File: config.mk
export PLATFORM = sky130hd
export DESIGN_NAME = frame_buffer_scanout
export DESIGN_NICKNAME = d
export VERILOG_FILES = /design/src/rtl/frame_buffer_scanout.sv
export SDC_FILE = /design/constraint.sdc
export NUM_CORES = 1
export LEC_CHECK = 0
export BUFFER_PORTS_ARGS = -buffer_cell sky130_fd_sc_hd__buf_2
export CORE_MARGIN = 2
export CORE_UTILIZATION = 35
export CTS_CLUSTER_DIAMETER = 80
export CTS_CLUSTER_SIZE = 12
export DETAILED_ROUTE_END_ITERATION = 10
export HOLD_SLACK_MARGIN = 0.03
export PLACE_DENSITY = 0.59
export SETUP_SLACK_MARGIN = 0.1
export SLEW_MARGIN = 20
export SYNTH_ARGS = -nofsm -noshare
export SYNTH_HDL_FRONTEND = slang
export SYNTH_SLANG_ARGS = --single-unit
File: constraint.sdc
create_clock -name clk -period 11 [get_ports clk]
set_input_delay 2.2 -clock clk [delete_from_list [all_inputs] [get_ports clk]]
set_output_delay 2.2 -clock clk [all_outputs]
set_load 0.01 [all_outputs]
File: src/rtl/frame_buffer_scanout.sv
// -----------------------------------------------------------------------------
// frame_buffer_scanout
//
// Read side of the board frame buffer. Generates 640x480 VGA timing, fetches
// the 120x120 24-bit frame buffer through its synchronous read port and shows
// each stored pixel as a (1 << SCALE_SH)-square block. The image window starts
// at column X_OFFSET. Visible pixels outside the window get BORDER_COLOR. The
// undelayed raster position is also exported so the board drawer can track
// the beam.
//
// Pipeline (every stage advances only on a pixel tick):
//   counters : x, y, active_pixels, frame_start (registered from next values)
//   stage 1  : read address / rd_en plus delayed window, sync and blank flags
//   stage 2  : colour select and registered sync / blank outputs
// The colour and sync outputs therefore lag the counters by one pixel tick.
//
// Ports
//   clk, rst           system clock, synchronous active-high reset
//   rd_mem_address     frame buffer read address (held while out of window)
//   rd_en              read strobe, a level that lasts one pixel tick
//   rd_mem_data        read data {R,G,B}, valid 1 clk after address/rd_en
//   vga_r/g/b          pixel colour
//   vga_hs, vga_vs     active-low syncs
//   vga_blank_n        high during visible pixels
//   pixel_tick         one-clk pulse per pixel, aligned with new counter values
//   x, y               raster counters
//   active_pixels      high when x < H_ACTIVE and y < V_ACTIVE
//   frame_start        one-clk pulse on the tick where the counters become (0,0)
// -----------------------------------------------------------------------------
module frame_buffer_scanout #(
  parameter int          H_ACTIVE     = 640,
  parameter int          H_FP         = 16,
  parameter int          H_SYNC       = 96,
  parameter int          H_BP         = 48,
  parameter int          V_ACTIVE     = 480,
  parameter int          V_FP         = 10,
  parameter int          V_SYNC       = 2,
  parameter int          V_BP         = 33,
  parameter int          FB_W         = 120,
  parameter int          FB_H         = 120,
  parameter int          SCALE_SH     = 2,
  parameter int          X_OFFSET     = 80,
  parameter int          CLK_DIV      = 2,
  parameter logic [23:0] BORDER_COLOR = 24'h000000
) (
  input  logic        clk,
  input  logic        rst,
  output logic [14:0] rd_mem_address,
  output logic        rd_en,
  input  logic [23:0] rd_mem_data,
  output logic [7:0]  vga_r,
  output logic [7:0]  vga_g,
  output logic [7:0]  vga_b,
  output logic        vga_hs,
  output logic        vga_vs,
  output logic        vga_blank_n,
  output logic        pixel_tick,
  output logic [9:0]  x,
  output logic [9:0]  y,
  output logic        active_pixels,
  output logic        frame_start
);

  // ---------------------------------------------------------------------------
  // Derived timing constants
  // ---------------------------------------------------------------------------
  localparam int H_TOTAL = H_ACTIVE + H_FP + H_SYNC + H_BP;
  localparam int V_TOTAL = V_ACTIVE + V_FP + V_SYNC + V_BP;

  localparam logic [9:0] H_LAST   = 10'(H_TOTAL - 1);
  localparam logic [9:0] V_LAST   = 10'(V_TOTAL - 1);
  localparam logic [9:0] H_VIS    = 10'(H_ACTIVE);
  localparam logic [9:0] V_VIS    = 10'(V_ACTIVE);
  localparam logic [9:0] HS_START = 10'(H_ACTIVE + H_FP);
  localparam logic [9:0] HS_END   = 10'(H_ACTIVE + H_FP + H_SYNC);
  localparam logic [9:0] VS_START = 10'(V_ACTIVE + V_FP);
  localparam logic [9:0] VS_END   = 10'(V_ACTIVE + V_FP + V_SYNC);

  // Image window in screen coordinates
  localparam logic [9:0] WIN_X_LO = 10'(X_OFFSET);
  localparam logic [9:0] WIN_X_HI = 10'(X_OFFSET + (FB_W << SCALE_SH));
  localparam logic [9:0] WIN_Y_HI = 10'(FB_H << SCALE_SH);

  localparam logic [14:0] FB_W_15 = 15'(FB_W);

  localparam int              DIV_W    = $clog2(CLK_DIV);
  localparam logic [DIV_W-1:0] DIV_LAST = DIV_W'(CLK_DIV - 1);
  localparam logic [DIV_W-1:0] DIV_ONE  = DIV_W'(1);

  // ---------------------------------------------------------------------------
  // Registers
  // ---------------------------------------------------------------------------
  logic [DIV_W-1:0] r_div;
  logic             r_tick;
  logic             r_frame_start;

  logic [9:0]       r_x;
  logic [9:0]       r_y;
  logic             r_active;

  logic [14:0]      r_addr;
  logic             r_rd_en;
  logic             r_win_d;
  logic             r_hs_d;
  logic             r_vs_d;
  logic             r_blank_d;     // high = blanking interval

  logic [23:0]      r_rgb;
  logic             r_hs;
  logic             r_vs;
  logic             r_blank_n;

  // ---------------------------------------------------------------------------
  // Combinational next-state
  // ---------------------------------------------------------------------------
  logic        w_tick_en;
  logic        w_x_wrap;
  logic        w_y_wrap;
  logic [9:0]  w_x_nxt;
  logic [9:0]  w_y_nxt;
  logic        w_visible;
  logic        w_in_win;
  logic        w_hs_nxt;
  logic        w_vs_nxt;
  logic [9:0]  w_col_off;
  logic [9:0]  w_row;
  logic [14:0] w_addr;

  assign w_tick_en = (r_div == DIV_LAST);
  assign w_x_wrap  = (r_x == H_LAST);
  assign w_y_wrap  = (r_y == V_LAST);

  // NOTE: every signal assigned in always_comb gets a default first, so no
  // path through the block can leave it unassigned and infer a latch.
  always_comb begin
    w_x_nxt = r_x + 10'd1;
    w_y_nxt = r_y;
    if (w_x_wrap) begin
      w_x_nxt = 10'd0;
      w_y_nxt = w_y_wrap ? 10'd0 : r_y + 10'd1;
    end
  end

  // Stage 1 decodes the position the counters are about to take, so the read
  // issued on a tick belongs to the same (x, y) the counters show after it.
  assign w_visible = (w_x_nxt < H_VIS) && (w_y_nxt < V_VIS);
  assign w_in_win  = (w_x_nxt >= WIN_X_LO) && (w_x_nxt < WIN_X_HI) &&
                     (w_y_nxt < WIN_Y_HI);
  assign w_hs_nxt  = !((w_x_nxt >= HS_START) && (w_x_nxt < HS_END));
  assign w_vs_nxt  = !((w_y_nxt >= VS_START) && (w_y_nxt < VS_END));

  // Frame buffer is row-major, FB_W words per row. Only meaningful inside the
  // window, where the result stays below FB_W*FB_H.
  assign w_col_off = w_x_nxt - WIN_X_LO;
  assign w_row     = w_y_nxt >> SCALE_SH;
  assign w_addr    = (15'(w_row) * FB_W_15) + 15'(w_col_off >> SCALE_SH);

  // ---------------------------------------------------------------------------
  // Clock divider and one-clk strobes
  // ---------------------------------------------------------------------------
  // NOTE: sequential state uses non-blocking assignments so every flop samples
  // the pre-edge values of the others regardless of block ordering.
  always_ff @(posedge clk) begin
    if (rst) begin
      r_div         <= '0;
      r_tick        <= 1'b0;
      r_frame_start <= 1'b0;
    end else begin
      r_div         <= w_tick_en ? '0 : r_div + DIV_ONE;
      // Strobes are registered from the tick enable, so they are high in the
      // clk that follows the counter update and last exactly one clk.
      r_tick        <= w_tick_en;
      r_frame_start <= w_tick_en && w_x_wrap && w_y_wrap;
    end
  end

  // ---------------------------------------------------------------------------
  // Raster counters
  // ---------------------------------------------------------------------------
  always_ff @(posedge clk) begin
    if (rst) begin
      r_x      <= 10'd0;
      r_y      <= 10'd0;
      r_active <= 1'b0;
    end else if (w_tick_en) begin
      r_x      <= w_x_nxt;
      r_y      <= w_y_nxt;
      r_active <= w_visible;
    end
  end

  // ---------------------------------------------------------------------------
  // Stage 1: read request and delayed control flags
  // ---------------------------------------------------------------------------
  always_ff @(posedge clk) begin
    if (rst) begin
      r_addr    <= 15'd0;
      r_rd_en   <= 1'b0;
      r_win_d   <= 1'b0;
      r_hs_d    <= 1'b1;
      r_vs_d    <= 1'b1;
      r_blank_d <= 1'b1;
    end else if (w_tick_en) begin
      r_rd_en   <= w_in_win;
      // Outside the window the address is left alone; rd_en low marks it idle.
      if (w_in_win) begin
        r_addr <= w_addr;
      end
      r_win_d   <= w_in_win;
      r_hs_d    <= w_hs_nxt;
      r_vs_d    <= w_vs_nxt;
      r_blank_d <= !w_visible;
    end
  end

  // ---------------------------------------------------------------------------
  // Stage 2: colour select. rd_mem_data has been stable since 1 clk after the
  // read was issued, and is sampled CLK_DIV clk after issue.
  // ---------------------------------------------------------------------------
  always_ff @(posedge clk) begin
    if (rst) begin
      r_rgb     <= 24'h000000;
      r_hs      <= 1'b1;
      r_vs      <= 1'b1;
      r_blank_n <= 1'b0;
    end else if (w_tick_en) begin
      if (r_blank_d) begin
        r_rgb <= 24'h000000;
      end else if (r_win_d) begin
        r_rgb <= rd_mem_data;
      end else begin
        r_rgb <= BORDER_COLOR;
      end
      r_hs      <= r_hs_d;
      r_vs      <= r_vs_d;
      r_blank_n <= !r_blank_d;
    end
  end

  // ---------------------------------------------------------------------------
  // Outputs
  // ---------------------------------------------------------------------------
  assign rd_mem_address = r_addr;
  assign rd_en          = r_rd_en;
  assign vga_r          = r_rgb[23:16];
  assign vga_g          = r_rgb[15:8];
  assign vga_b          = r_rgb[7:0];
  assign vga_hs         = r_hs;
  assign vga_vs         = r_vs;
  assign vga_blank_n    = r_blank_n;
  assign pixel_tick     = r_tick;
  assign x              = r_x;
  assign y              = r_y;
  assign active_pixels  = r_active;
  assign frame_start    = r_frame_start;

endmodule

==> flow_summary.yaml <==
power:
  p_per_area_mw_per_mm2: 117
  ir_worst_vdd_v: 0.0000543
  p_leak_uw: 0.00264
min_path:
  hp-class: "reg2reg"
  hold_start: "r_hs_d"
  hold_end: "vga_hs"
  min_path_cells: 1
placed_design:
  hpwl_um: 8540
  gp_congestion: 0.927
  place_ws_ps: 5030
  port_buffers: 91
critical_path:
  cp-start-kind: "register"
  worst-r2r-setup-slack_ps: 5000
  r2r_start: "x[0]"
  critPathLaunch: "x[0]"
  crit_arrival_ps: 6260
  rr_worst_depth: 18
  cp.required_ps: 11260
  critical_path_class: "reg2reg"
  regToRegEndpoint: "rd_mem_address[14]"
  cp-end-kind: "register"
  path_max_fanout: 10
clock_network:
  clock_sinks: 70
  numCtsBuffers: 9
  root_buffer: "clkbuf_16"
  ctsHoldBuffers: 0
  cts_tree: "done"
  cts.path.max_buffers: 2
  cts_resized: 0
  clk_pin_slew_ps: 60
  cts_htree_levels: 3
  cts_setup_buffers: 0
  clkLatencyLatePin_ps: 350
logic_synthesis:
  netlist_area_mm2: 0.00453
  yosysTopAreaCell: "dfxtp_1"
  synth_area_leaders: "dfxtp_1, ha_1, fa_1"
  synth.top_cell.area_share: 0.309
  synth.distinct_cells: 68
  synth_warnings: 0
  synth_edf_count: 0
  avgSynthCellArea_um2: 9.29
  ys_seq_elements: 70
  syn-num-nets: 561
  async_reset_ff_frac: 0
  ys_seq_area_frac: 0.309
  syn_inst: 488
  synth-main-ff-cell: "dfxtp_1"
drt:
  drtIter0Drc: 143
  dr.pass1.iters: 4
  wire_per_inst_um: 15.4
  drc_errors: 0
  vias: 3921
  ant_nets: 0
  wl_um: 11600
  vias_per_cell: 5.21
sta:
  slew_headroom: 0.455
  setup_viol: 0
  post-route-min-period_ps: 6000
  fin_crit_sh: 0.546
  fmax_mhz: 167
  setup_tns_ps: 0
  fin_ws_ps: 5000
  drv_slew: 0
  skew_ps: 10.3
  hold_viol: 0
  tightestPinTransition_ps: 818
  rsz0062_at_grt: "no"
global_routing:
  grt_start_max_net_pins: 40
  grt_pass1_wl_um: 19000
  antenna_found_initial: 0
  grtUsageTotal: 0.171
  grt_pass1_vias: 3641
  overflow: 0
run:
  drv_cap: 0
die:
  core_region_area_mm2: 0.0126
  initial_utilization: 0.359
  io_pins: 92
  fp.dieW_um: 118
  die_h_um: 118
  die_area_mm2: 0.0139
  fp-row-count: 41
finish:
  drive_gt1_frac: 0.232
  nFillCells: 1290
  area.growth.synth_to_final_pct: 20.3
  nets: 649
  layout_common_cells: "buf_2, dfxtp_1, nor2_1"
  num_antenna_cells: 0
  final_common_cell: "buf_2"
outcome:
  status: "complete, no violations"
report_power, final:
| part | switching (uW) | internal, uW |
|---|---|---|
| logic | 44.8 | 32.3 |
| registers | 6.12 | 260 |
| clock network | 115 | 177 |
worst max path at each step:
stage,to,slack (ps),cells past startpoint
floorplan,rd_mem_address[14],5650,18
global placement,rd_mem_address[14],5200,18
detailed placement,rd_mem_address[14],5030,18
CTS,rd_mem_address[14],4990,18
global route,rd_mem_address[14],4450,18
finish,rd_mem_address[14],5000,18
through the flow:
stage	hold WS, ps	instance area [um^2]	cells	total power (uW)	util
after floorplan	434	4530	488	325	-
after global placement	453	5130	736	348	0.407
after detailed placement	454	5140	736	349	0.407
after CTS	467	5440	752	644	0.431
after global routing	492	5450	753	665	0.432
final	464	5450	753	635	0.432
state kept, by name, summed over array words and instances (netlist names):
signal / cells
r_rgb: 24
rd_mem_address: 15
x: 10
y: 10
active_pixels: 1
frame_start: 1
pixel_tick: 1
r_blank_d: 1
r_div: 1
r_hs_d: 1
r_vs_d: 1
r_win_d: 1
vga_blank_n: 1
vga_hs: 1
vga_vs: 1
worst max-delay path, stage by stage, from the launching register on:
cell and delay, ps:
dfxtp_1 490, ha_1 360, nand3_2 230, nor3_2 570
nand3_1 220, xor2_1 600, inv_1 210, fa_1 550
inv_1 50, fa_1 500, inv_1 40, ha_1 350
and3_1 220, a221o_1 300, a22o_1 290, nor4_1 410
nand3_1 150, xnor2_1 150, a211oi_1 210
synthesized netlist by cell type (8+ instances only):
cell type and number:
dfxtp_1 70, nor2_1 52, ha_1 35, inv_1 35, a22o_1 27, nand2_1 23, xnor2_1 20, o21ai_0 17
mux2i_1 16, xor2_1 15, fa_1 12, nor2b_1 12, clkbuf_1 11, a211oi_1 10, a21oi_1 10, nand3_1 9
nor3_1 9, and3_1 8
per-layer routing:
layer | vias up | GRT usage | wire length [um]
li1 | 1933 | - | -
met5 | - | 0 | 0
met2 | 106 | 0.263 | 5300
met1 | 1873 | 0.233 | 5610
met3 | 9 | 0.0422 | 538
met4 | 0 | 0.0580 | 135
final cells by class:
class | instances | area, um^2 | area share
well taps | 172 | 215 | 0.0395
multi-input cells | 363 | 2900 | 0.533
flip-flops and latches | 70 | 1400 | 0.257
repair buffers | 95 | 493 | 0.0904
inverters | 37 | 139 | 0.0255
clock inverters | 6 | 70.1 | 0.0129
clock buffers | 10 | 229 | 0.0420
logic make-up after synthesis:
family                     Yosys count  synth area share
and+or+nand+nor                    150             0.180
AOI/OAI and AO/OA                  114             0.199
DFF                                 70             0.309
buffers and inverters               55            0.0530
adders and majority gates           47             0.150
xor gates and xnor gates            36            0.0737
muxes                               16            0.0353
(Power assumes the default switching activity.)
